`src/rtl/cc3000fpga_mss.sv`:
```
// cc3000fpga_mss: behavioural MSS stand-in bridging a UART byte-command link to an APB3 master, fabric GPIO and reset.
module cc3000fpga_mss #(
  parameter int CLKS_PER_BIT = 87,
  parameter int APB_TIMEOUT = 256
) (
  input  logic        SYSCLK,
  input  logic        SYSRESET,
  input  logic        MSSPREADY,
  input  logic        MSSPSLVERR,
  input  logic [31:0] MSSPRDATA,
  input  logic        FABINT,
  input  logic        F2M_GPI_31,
  input  logic        F2M_GPI_30,
  input  logic        F2M_GPI_8,
  input  logic        F2M_GPI_7,
  input  logic        F2M_GPI_6,
  input  logic        F2M_GPI_5,
  input  logic        GPIO_2_IN,
  input  logic        UART_0_RXD,
  input  logic        UART_1_RXD,
  output logic        FAB_CLK,
  output logic        M2F_RESET_N,
  output logic        MSSPSEL,
  output logic        MSSPENABLE,
  output logic        MSSPWRITE,
  output logic [19:0] MSSPADDR,
  output logic [31:0] MSSPWDATA,
  output logic        M2F_GPO_0,
  output logic        M2F_GPO_1,
  output logic        M2F_GPO_3,
  output logic        GPIO_4_OUT,
  output logic        UART_0_TXD,
  output logic        UART_1_TXD
);
  localparam int CW = $clog2(CLKS_PER_BIT);
  localparam int TW = $clog2(APB_TIMEOUT + 1);
  localparam logic [7:0] C_W = 8'h57, C_R = 8'h52, C_G = 8'h47, C_I = 8'h49;
  localparam logic [7:0] R_OK = 8'h4B, R_ERR = 8'h45;
  typedef enum logic [1:0] {RX_IDLE, RX_START, RX_DATA, RX_STOP} rx_t;
  typedef enum logic [2:0] {S_IDLE, S_ARGS, S_APB_SETUP, S_APB_ACCESS, S_REPLY} st_t;
  logic          r_rst_n;
  logic [1:0]    r_u1;
  logic [1:0]    r_rx_s;
  logic          r_rx_d;
  rx_t           r_rx_st, w_rx_nxt;
  logic [CW-1:0] r_rx_cnt;
  logic [2:0]    r_rx_bit;
  logic [7:0]    r_rx_sh;
  logic          r_rx_valid, r_rx_ferr;
  logic          r_tx_busy;
  logic [8:0]    r_tx_sh;
  logic [3:0]    r_tx_n;
  logic [CW-1:0] r_tx_cnt;
  st_t           r_st, w_nxt;
  logic [7:0]    r_cmd;
  logic [2:0]    r_nargs;
  logic [43:0]   r_args;
  logic [39:0]   r_rep;
  logic [2:0]    r_rep_n;
  logic [TW-1:0] r_tcnt;
  logic          r_psel, r_pen, r_pwrite;
  logic [19:0]   r_paddr;
  logic [31:0]   r_pwdata;
  logic [3:0]    r_gpo;
  logic          w_rx, w_rx_half, w_rx_tick, w_tx_tick;
  logic          w_last, w_tmo, w_tx_go, w_is_cmd, w_err;
  logic [51:0]   w_sh;
  logic [7:0]    w_gpi;
  assign FAB_CLK     = SYSCLK;
  assign M2F_RESET_N = r_rst_n;
  assign UART_1_TXD  = r_u1[1];
  assign UART_0_TXD  = r_tx_busy ? r_tx_sh[0] : 1'b1;
  assign MSSPSEL     = r_psel;
  assign MSSPENABLE  = r_pen;
  assign MSSPWRITE   = r_pwrite;
  assign MSSPADDR    = r_paddr;
  assign MSSPWDATA   = r_pwdata;
  assign {GPIO_4_OUT, M2F_GPO_3, M2F_GPO_1, M2F_GPO_0} = r_gpo;
  assign w_gpi = {F2M_GPI_31, F2M_GPI_30, F2M_GPI_8, F2M_GPI_7, F2M_GPI_6, F2M_GPI_5, GPIO_2_IN, FABINT};
  always_ff @(posedge SYSCLK) begin
    r_rst_n <= ~SYSRESET;
    r_u1    <= SYSRESET ? 2'b11 : {r_u1[0], UART_1_RXD};
  end
  assign w_rx      = r_rx_s[1];
  assign w_rx_half = r_rx_cnt == CW'(CLKS_PER_BIT / 2);
  assign w_rx_tick = r_rx_cnt == CW'(CLKS_PER_BIT - 1);
  always_comb begin
    w_rx_nxt = r_rx_st;
    case (r_rx_st)
      RX_IDLE:  w_rx_nxt = (r_rx_d & ~w_rx) ? RX_START : RX_IDLE;
      RX_START: w_rx_nxt = !w_rx_half ? RX_START : w_rx ? RX_IDLE : RX_DATA;
      RX_DATA:  w_rx_nxt = (w_rx_tick && r_rx_bit == 3'd7) ? RX_STOP : RX_DATA;
      RX_STOP:  w_rx_nxt = w_rx_tick ? RX_IDLE : RX_STOP;
      default:  w_rx_nxt = RX_IDLE;
    endcase
  end
  always_ff @(posedge SYSCLK) begin
    if (SYSRESET) begin
      r_rx_s     <= 2'b11;
      r_rx_d     <= 1'b1;
      r_rx_st    <= RX_IDLE;
      r_rx_cnt   <= '0;
      r_rx_bit   <= '0;
      r_rx_sh    <= '0;
      r_rx_valid <= 1'b0;
      r_rx_ferr  <= 1'b0;
    end else begin
      r_rx_s     <= {r_rx_s[0], UART_0_RXD};
      r_rx_d     <= w_rx;
      r_rx_st    <= w_rx_nxt;
      r_rx_cnt   <= (r_rx_st == RX_IDLE || r_rx_st != w_rx_nxt || w_rx_tick) ? '0 : r_rx_cnt + 1'b1;
      r_rx_bit   <= (r_rx_st != RX_DATA) ? 3'd0 : w_rx_tick ? r_rx_bit + 1'b1 : r_rx_bit;
      r_rx_sh    <= (r_rx_st == RX_DATA && w_rx_tick) ? {w_rx, r_rx_sh[7:1]} : r_rx_sh;
      r_rx_valid <= r_rx_st == RX_STOP && w_rx_tick && w_rx;
      r_rx_ferr  <= r_rx_st == RX_STOP && w_rx_tick && !w_rx;
    end
  end
  assign w_tx_tick = r_tx_cnt == CW'(CLKS_PER_BIT - 1);
  assign w_tx_go   = r_st == S_REPLY && !r_tx_busy && r_rep_n != 3'd0;
  // Frame is {data, start}; ones shifted in from the top form the stop bit.
  always_ff @(posedge SYSCLK) begin
    if (SYSRESET) begin
      r_tx_busy <= 1'b0;
      r_tx_sh   <= '1;
      r_tx_n    <= '0;
      r_tx_cnt  <= '0;
    end else if (w_tx_go) begin
      r_tx_busy <= 1'b1;
      r_tx_sh   <= {r_rep[39:32], 1'b0};
      r_tx_n    <= '0;
      r_tx_cnt  <= '0;
    end else if (r_tx_busy) begin
      r_tx_cnt  <= w_tx_tick ? '0 : r_tx_cnt + 1'b1;
      r_tx_sh   <= w_tx_tick ? {1'b1, r_tx_sh[8:1]} : r_tx_sh;
      r_tx_n    <= w_tx_tick ? r_tx_n + 1'b1 : r_tx_n;
      r_tx_busy <= !(w_tx_tick && r_tx_n == 4'd9);
    end
  end
  assign w_sh     = {r_args, r_rx_sh};
  assign w_last   = r_rx_valid && r_nargs == 3'd1;
  assign w_tmo    = r_tcnt == TW'(APB_TIMEOUT - 1);
  assign w_is_cmd = r_rx_sh == C_W || r_rx_sh == C_R || r_rx_sh == C_G;
  assign w_err    = !MSSPREADY || MSSPSLVERR;
  always_comb begin
    w_nxt = r_st;
    case (r_st)
      S_IDLE:       w_nxt = !r_rx_valid ? S_IDLE : (r_rx_sh == C_I) ? S_REPLY : w_is_cmd ? S_ARGS : S_IDLE;
      S_ARGS:       w_nxt = r_rx_ferr ? S_IDLE : !w_last ? S_ARGS : (r_cmd == C_G) ? S_REPLY : S_APB_SETUP;
      S_APB_SETUP:  w_nxt = S_APB_ACCESS;
      S_APB_ACCESS: w_nxt = (MSSPREADY || w_tmo) ? S_REPLY : S_APB_ACCESS;
      S_REPLY:      w_nxt = (r_rep_n == 3'd0 && !r_tx_busy) ? S_IDLE : S_REPLY;
      default:      w_nxt = S_IDLE;
    endcase
  end
  always_ff @(posedge SYSCLK) r_st <= SYSRESET ? S_IDLE : w_nxt;
  always_ff @(posedge SYSCLK) begin
    if (SYSRESET) begin
      r_cmd    <= '0;
      r_nargs  <= '0;
      r_args   <= '0;
      r_rep    <= '0;
      r_rep_n  <= '0;
      r_tcnt   <= '0;
      r_psel   <= 1'b0;
      r_pen    <= 1'b0;
      r_pwrite <= 1'b0;
      r_paddr  <= '0;
      r_pwdata <= '0;
      r_gpo    <= '0;
    end else begin
      if (r_st == S_IDLE && r_rx_valid) begin
        r_cmd   <= r_rx_sh;
        r_nargs <= (r_rx_sh == C_W) ? 3'd7 : (r_rx_sh == C_R) ? 3'd3 : 3'd1;
        if (r_rx_sh == C_I) begin
          r_rep   <= {w_gpi, 32'h0};
          r_rep_n <= 3'd1;
        end
      end
      if (r_st == S_ARGS && r_rx_valid) begin
        r_args  <= w_sh[43:0];
        r_nargs <= r_nargs - 1'b1;
      end
      if (r_st == S_ARGS && w_last && r_cmd == C_G) begin
        r_gpo   <= r_rx_sh[3:0];
        r_rep   <= {R_OK, 32'h0};
        r_rep_n <= 3'd1;
      end
      if (r_st == S_ARGS && w_last && r_cmd != C_G) begin
        r_psel   <= 1'b1;
        r_pwrite <= r_cmd == C_W;
        r_paddr  <= (r_cmd == C_W) ? w_sh[51:32] : w_sh[19:0];
        r_pwdata <= (r_cmd == C_W) ? w_sh[31:0] : 32'h0;
      end
      if (r_st == S_APB_SETUP) begin
        r_pen  <= 1'b1;
        r_tcnt <= '0;
      end
      if (r_st == S_APB_ACCESS) begin
        r_tcnt <= r_tcnt + 1'b1;
        if (MSSPREADY || w_tmo) begin
          r_psel   <= 1'b0;
          r_pen    <= 1'b0;
          r_pwrite <= 1'b0;
          r_rep    <= {w_err ? R_ERR : R_OK, (w_err || r_pwrite) ? 32'h0 : MSSPRDATA};
          r_rep_n  <= r_pwrite ? 3'd1 : 3'd5;
        end
      end
      if (w_tx_go) begin
        r_rep   <= {r_rep[31:0], 8'h0};
        r_rep_n <= r_rep_n - 1'b1;
      end
    end
  end
endmodule

```
`config.mk`:
```
export PLATFORM = sky130hd
export DESIGN_NAME = cc3000fpga_mss
export DESIGN_NICKNAME = d
export VERILOG_FILES = /design/src/rtl/cc3000fpga_mss.sv
export SDC_FILE = /design/constraint.sdc
export NUM_CORES = 1
export LEC_CHECK = 0
export ABC_AREA = 1
export BUFFER_PORTS_ARGS = -buffer_cell sky130_fd_sc_hd__buf_2
export CELL_PAD_IN_SITES_DETAIL_PLACEMENT = 1
export CELL_PAD_IN_SITES_GLOBAL_PLACEMENT = 1
export CORE_MARGIN = 10
export CORE_UTILIZATION = 42
export DETAILED_ROUTE_END_ITERATION = 8
export PLACE_DENSITY_LB_ADDON = 0.1
export SYNTH_ARGS = -nofsm -noshare
export SYNTH_HDL_FRONTEND = slang
export SYNTH_SLANG_ARGS = --single-unit
```
`constraint.sdc`:
```
create_clock -name SYSCLK -period 2.4 [get_ports SYSCLK]
set_input_delay 0.36 -clock SYSCLK [delete_from_list [all_inputs] [get_ports SYSCLK]]
set_output_delay 0.36 -clock SYSCLK [all_outputs]
set_load 0.1 [all_outputs]
```
==> summary.md, run 1 <==
| Metric | Value |
|---|---|
| Maximum VDD drop | `0.000774 V` |
| Vias per cell | `5.22` |
| Pwr dens | `727 nW/um^2` |
| Clock transition at path regs | `0.06 ns` |
| Average wire per standard cell | `16.8 um` |
| Final setup vio count | `0` |
| Register area | `about 4400 um^2` |
| Cell count after placement | `1,510` |
| HPWL after DPL | `18,100 um` |
| Die height | `between 150 and 200 um` |
| Die W | `167 um` |
| Worst-Skew Late Latency | `0.63 ns` |
| Pins Over Slew Limit | `0` |
| Largest net degree at the start of global routing | `63` |
| Ys flop type | `dfxtp_1` |
| Worst clock skew | `about 0.0094 ns` |
| Critical Path Sink Type | `flop` |
| Vias in the first global route | `8,487` |
| Tmin final | `2.19 ns` |
| Xor/xnor share of the synthesized area | `0.0116` |
| Total Wirelength | `~26,000 um` |
| Net Sw Frac | `0.225` |
| WP data arrival | `2.74 ns` |
| Post-CTS sizing | `0` |
| Max-cap viol count | `0` |
| Slew HR | `0.579` |
| Synthesized-area fraction occupied by adder cells | `0.0193` |
| DRT iter0 DRCs | `518` |
| Combinational power share | `0.025` |
| Final nets | `~1,300` |
| Outcome | `finished, final reports clean` |
| EDFF count, synth | `0` |
| # rows | `53` |
| 1st-pass router iterations | `4` |
| Net Count, Synth | `1,231` |
| Most frequent cell after synthesis | `dfxtp_1` |
| Area contributors post-synth | `dfxtp_1, nand2_1, a21oi_1` |
| Simple-gate area share of the yosys netlist | `0.229` |
| Drc violations | `0` |
| Clock power frac | `0.512` |
| GRT overflow | `0` |
| Largest family of logic cells by synthesized area | `simple AND/OR/NAND/NOR gates` |
| Post-synth ARST share | `0` |
| Area of the multi-input gates | `3960 um^2` |
| Post-synthesis sequential area ratio | `0.481` |
| Vias | `8,188` |
| Net Sw Power | `0.00177 W` |
| Mux contribution to synthesized area | `0` |
| Leakage | `4.58 nW` |
| Core ar. | `21,200 um^2` |
| CTS tree | `built` |
| First-pass GRT wire length | `roughly 44,000 um` |
| Library cells used by synthesis | `41` |
| Antenna-violating nets left | `0` |
| WP data required | `roughly 3.0 ns` |
| Fraction of the mapped netlist area in compound gates | `0.176` |
| Crit Path Class | `reg2reg` |
| Seq pwr share | `0.462` |
| Hold Path Stages | `3` |
| Pint | `0.00610 W` |
| Post-route setup TNS | `0 ns` |
| Commonest cells post-synth | `dfxtp_1, nand2_1, a21oi_1, nor2_1, nand3_1` |
| Synth Cell Area | `9070 um^2` |
| Fillers | `2,625` |
| Fin cells | `1,570` |
| Initial antenna violation count | `0` |
| Final hold vios | `0` |
| Total track usage | `0.184` |
| RSZ-0062 raised after global routing | `false` |
| Synth Register Bits | `218` |
| Syn avg cell area | `7.75 um^2` |
| Post-synthesis cell count | `1,171` |
| Antenna cells | `0` |
| Gpl congestion | `0.793` |
| Layout cells sized above 1 | `0.172` |
| Worst Hold Class | `in2reg` |
| I/O Pins | `109` |
| Yosys top cell area share | `0.481` |
| Die footprint | `27,900 um^2` |
| Post-CTS Hold Buffers | `13` |
| Worst r2r path cells | `12` |
| Measured slew at the worst slew-check pin | `approximately 0.63 ns` |
| Cell taking the most area after synthesis | `dfxtp_1` |
| Crit share post-route | `0.912` |
| Post-CTS setup buffer count | `0` |
| Initial Util | `0.429` |
| Startpoint types | `flop` |
| Fmax | `approximately 0.46 GHz` |
| Synth warn | `0` |
| Crit Path Max Fanout | `15` |
| # port buffers | `108` |
| P&R area growth vs syn | `19.3%` |
[kinds of logic after synthesis]
| family | count (synthesis) |
|---|---|
| AOI/OAI and AO/OA | 292 |
| xor gates and xnor gates | 12 |
| adders and majority gates | 14 |
| buffers and inverters | 174 |
| DFF | 218 |
| and+or+nand+nor | 461 |
[worst max-delay path, cell delays in order, from the launching register on]
cell	delay (ns)
dfxtp_1	0.34
ha_1	0.24
nand3_1	0.13
nor2_1	0.07
nand3_1	0.09
nor2_1	0.05
ha_1	0.22
o21ai_4	0.35
nand2_4	0.09
inv_2	0.10
buf_4	0.21
nand3_1	0.09
a21oi_1	0.14
[stage by stage]
step / hold WS, ns / worst slack (ns) / utilization / area [um^2] / power, W
global route: 0.0348 / 0.0126 / 0.511 / 10800 / 0.00816
finish: 0.0317 / 0.211 / 0.511 / 10800 / 0.00787
global placement: 0.393 / 0.319 / 0.465 / 9830 / 0.00405
CTS: 0.00737 / 0.201 / 0.511 / 10800 / 0.00799
detailed placement: 0.404 / 0.239 / 0.465 / 9830 / 0.00405
floorplan: 0.389 / 0.471 / - / 9070 / 0.00398
[flip-flops by register name, indices dropped and copies added (netlist names), 2 cells and up]
register and count:
MSSPADDR 20, MSSPWDATA 32, r_args 44, r_cmd 8, r_gpo 4, r_nargs 3, r_rep 40, r_rep_n 3
r_rx_bit 3, r_rx_cnt 7, r_rx_s 2, r_rx_sh 8, r_rx_st 2, r_st 3, r_tcnt 9, r_tx_cnt 7
r_tx_n 4, r_tx_sh 9, r_u1 2
[power by group through the flow]
stage          clock (W)  sequential, W  combinational, W
6_report         0.00403        0.00364          0.000199
5_1_grt          0.00430        0.00364          0.000219
4_1_cts          0.00415        0.00364          0.000201
3_5_place_dp    0.000147        0.00372          0.000183
3_3_place_gp    0.000147        0.00372          0.000184
2_1_floorplan   0.000157        0.00372         0.0000940
[cell usage in the layout (no fill, tap or decap), types with 5 or more instances in the layout]
cell type      instances
o211ai_1              23
xor2_1                 9
o21ai_0               92
clkbuf_16             28
buf_2                108
dfxtp_1              218
or2_2                  5
nor2_1               125
nor2_2                 8
nand2_1              190
a31oi_1               12
dlygate4sd3_1         13
nand3_2               12
clkinv_2               5
nand3_1               95
clkbuf_1               9
nor3_1                 5
a21oi_1              126
o21ai_1               20
ha_1                  14
buf_4                 20
clkbuf_8               5
nand4_1                7
inv_2                 17
inv_1                 88
[metal layers]
metal | global-route usage | vias to the layer above | routed length, um
met1 | 0.241 | 3915 | 12600
met5 | 0 | - | 0
met3 | 0.0334 | 38 | 1060
met2 | 0.304 | 134 | 12300
li1 | - | 4101 | -
met4 | 0.0496 | 0 | 487
[final timing paths]
| check | slack [ns] | to | from |
|---|---|---|---|
| worst min-delay path | 0.03 | r_rep[15] | MSSPRDATA[15] |
| worst max register to register | 0.21 | r_rep[4] | r_tcnt[0] |
| worst min register to register | 0.41 | r_u1[1] | r_u1[0] |
| worst max-delay path | 0.21 | r_rep[4] | r_tcnt[0] |
[final cells by class]
class,instances,share of cell area
clock buffer,43,0.0747
timing repair buffer,144,0.0828
clock inverter,5,0.00463
tap,275,0.0318
sequential,218,0.403
inverter,106,0.0369
multi-input combinational,779,0.366
Note: power is estimated with default switching activity, not from simulation.
==> run 2: changes to the inputs <==
RECOVER_POWER = 50   (was not set)
==> run 2 against run 1 <==
Non-clock buffer count is the same. Power is essentially flat. Setup slack lost 0.00070 ns. Hold slack gained 0.00058 ns. Routed wire length grew 0.17%. Highest routed layer unchanged. First-iteration DRC count shrank 3.5%. Sequential power is essentially flat. Global-route usage is the same. Via count shrank 0.11%. Final area shrank 0.21%. Largest cell class unchanged. Maximum frequency is essentially flat.
==> summary.md, run 2 (synthesized netlist as in run 1, its figures left out) <==
| Metric | Value |
|---|---|
| Crit Path Max Fanout | `15 (unchanged)` |
| # port buffers | `108 (unchanged)` |
| Slew HR | `0.232 (-0.347)` |
| M2 GR Usage | `0.304 (unchanged)` |
| P&R area growth vs syn | `19.0%` |
| Final setup vio count | `0 (unchanged)` |
| Pins Over Slew Limit | `0 (unchanged)` |
| Drc violations | `0 (unchanged)` |
| Vias in the first global route | `8,487 (unchanged)` |
| Fmax | `0.457 GHz (about the same)` |
| Worst clock skew | `0.00993 ns (+0.000488 ns)` |
| Initial Util | `0.429 (unchanged)` |
| Largest net degree at the start of global routing | `63 (unchanged)` |
| GRT overflow | `0 (unchanged)` |
| Core ar. | `21,200 um^2 (unchanged)` |
| Pwr dens | `729 nW/um^2 (+0.14%)` |
| Tmin final | `2.19 ns (+0.000700 ns)` |
| Clock transition at path regs | `0.06 ns (about the same)` |
| Final nets | `1,338 (unchanged)` |
| # rows | `53 (unchanged)` |
| R2R Setup Slk | `0.21 ns (about the same)` |
| CP Cell Sequence | `ha_1 -> nand3_1 -> nor2_1 -> nand3_1 -> nor2_1 -> ha_1 -> o21ai_4 -> nand2_4 -> inv_2 -> buf_4 -> nand3_1 -> a21oi_1` |
| Final hold vios | `0 (unchanged)` |
| Vias per cell | `5.21 (-0.11%)` |
| Vias | `8,179 (-0.11%)` |
| CP max stage cell | `o21ai_4` |
| Max-cap viol count | `0 (unchanged)` |
| Maximum VDD drop | `0.000774 V (about the same)` |
| Worst-Skew Late Latency | `0.63 ns (about the same)` |
| HPWL after DPL | `18,100 um (unchanged)` |
| Final Util | `0.510 (-0.00106)` |
| Number of flip-flops in the largest register | `44 (unchanged)` |
| Die footprint | `27,900 um^2 (unchanged)` |
| Post-CTS sizing | `0 (unchanged)` |
| First-pass GRT wire length | `43,800 um (unchanged)` |
| Fillers | `2,628 (+0.11%)` |
| GR Layer Usage met1 | `0.241 (unchanged)` |
| Total track usage | `0.184 (unchanged)` |
| Largest Register | `r_args` |
| Most common cell after layout, fill and taps aside | `dfxtp_1` |
| WP data required | `2.95 ns (about the same)` |
| Gr busiest metal | `met2` |
| Crit path top cell by count | `nand3_1` |
| 1st-pass router iterations | `4 (unchanged)` |
| Average wire per standard cell | `16.8 um (+0.17%)` |
| Measured slew at the worst slew-check pin | `1.15 ns (+0.521 ns)` |
| Gpl congestion | `0.793 (unchanged)` |
| Crit Path Class | `reg2reg` |
| Max stage delay on crit path | `0.35 ns (about the same)` |
| Total Wirelength | `26,400 um (+0.17%)` |
| Most frequent cells in the layout | `dfxtp_1, nand2_1, nor2_1, a21oi_1, nand3_1` |
| Post-CTS setup buffer count | `0 (unchanged)` |
| Met3 usage in global routing | `0.0334 (unchanged)` |
| WP data arrival | `2.74 ns (about the same)` |
| RSZ-0062 raised after global routing | `false` |
| Leakage | `4.52 nW (-1.3%)` |
| I/O Pins | `109 (unchanged)` |
| Post-route setup TNS | `0 ns (unchanged)` |
| CTS tree | `built` |
| Initial antenna violation count | `0 (unchanged)` |
| Die height | `167 um (unchanged)` |
| Critical Path Sink Type | `flop` |
| DRT iter0 DRCs | `500 (-3.5%)` |
| Layout cells sized above 1 | `0.168 (-0.00386)` |
| Crit share post-route | `0.912 (about the same)` |
| Antenna cells | `0 (unchanged)` |
| Die W | `167 um (unchanged)` |
| Worst Hold Class | `in2reg` |
| Outcome | `finished, final reports clean` |
| Startpoint types | `flop` |
| Antenna-violating nets left | `0 (unchanged)` |
[run 2: report_power, final]
group          switching [W]  internal (W)
Sequential        0.00000931       0.00363
Combinational       0.000125     0.0000695
Clock                0.00163       0.00240
[run 2: worst max-delay path, delay by kind of cell, from the launching register on]
family	cells	cell delay, ns
simple gates	6	0.52
buf+inv	2	0.31
fa+ha+maj	2	0.46
compound gates	2	0.49
flops	1	0.34
[run 2: area by class of cell]
type / instances / area [um^2] / area share
sequential: 218 / 4360 / 0.404
tap: 275 / 344 / 0.0319
clock buffer: 43 / 808 / 0.0749
inverter: 106 / 399 / 0.0370
timing repair buffer: 144 / 876 / 0.0811
clock inverter: 5 / 50.0 / 0.00464
multi-input combinational: 779 / 3950 / 0.366
[run 2: per-stage QoR]
step / std cells / setup slack [ns] / hold slack [ns] / instance area [um^2] / total power (W)
after detailed placement: 1510 / 0.239 / 0.404 / 9830 / 0.00405
final: 1570 / 0.211 / 0.0323 / 10800 / 0.00786
after global placement: 1510 / 0.319 / 0.393 / 9830 / 0.00405
after global routing: 1570 / 0.0126 / 0.0348 / 10800 / 0.00815
after floorplan: 1171 / 0.471 / 0.389 / 9070 / 0.00398
after CTS: 1570 / 0.201 / 0.00737 / 10800 / 0.00799
[run 2: final timing paths]
kind                    end     startpoint  cells past startpoint
setup / recovery   r_rep[4]      r_tcnt[0]                     12
hold / removal    r_rep[15]  MSSPRDATA[15]                      3
setup reg to reg   r_rep[4]      r_tcnt[0]                     12
hold reg to reg     r_u1[1]        r_u1[0]                      1
[run 2: routing by layer]
metal | wire length (um) | part of all wire
met5 | 0 | 0
met2 | 12200 | 0.46
met1 | 12800 | 0.48
met4 | 504 | 0.019
met3 | 964 | 0.036
[run 2: repair_timing]
action                                 4_1_cts  5_1_grt
endpoints found under the hold margin       13        0
hold buffers                                13        0
setup endpoints to repair                    0        0
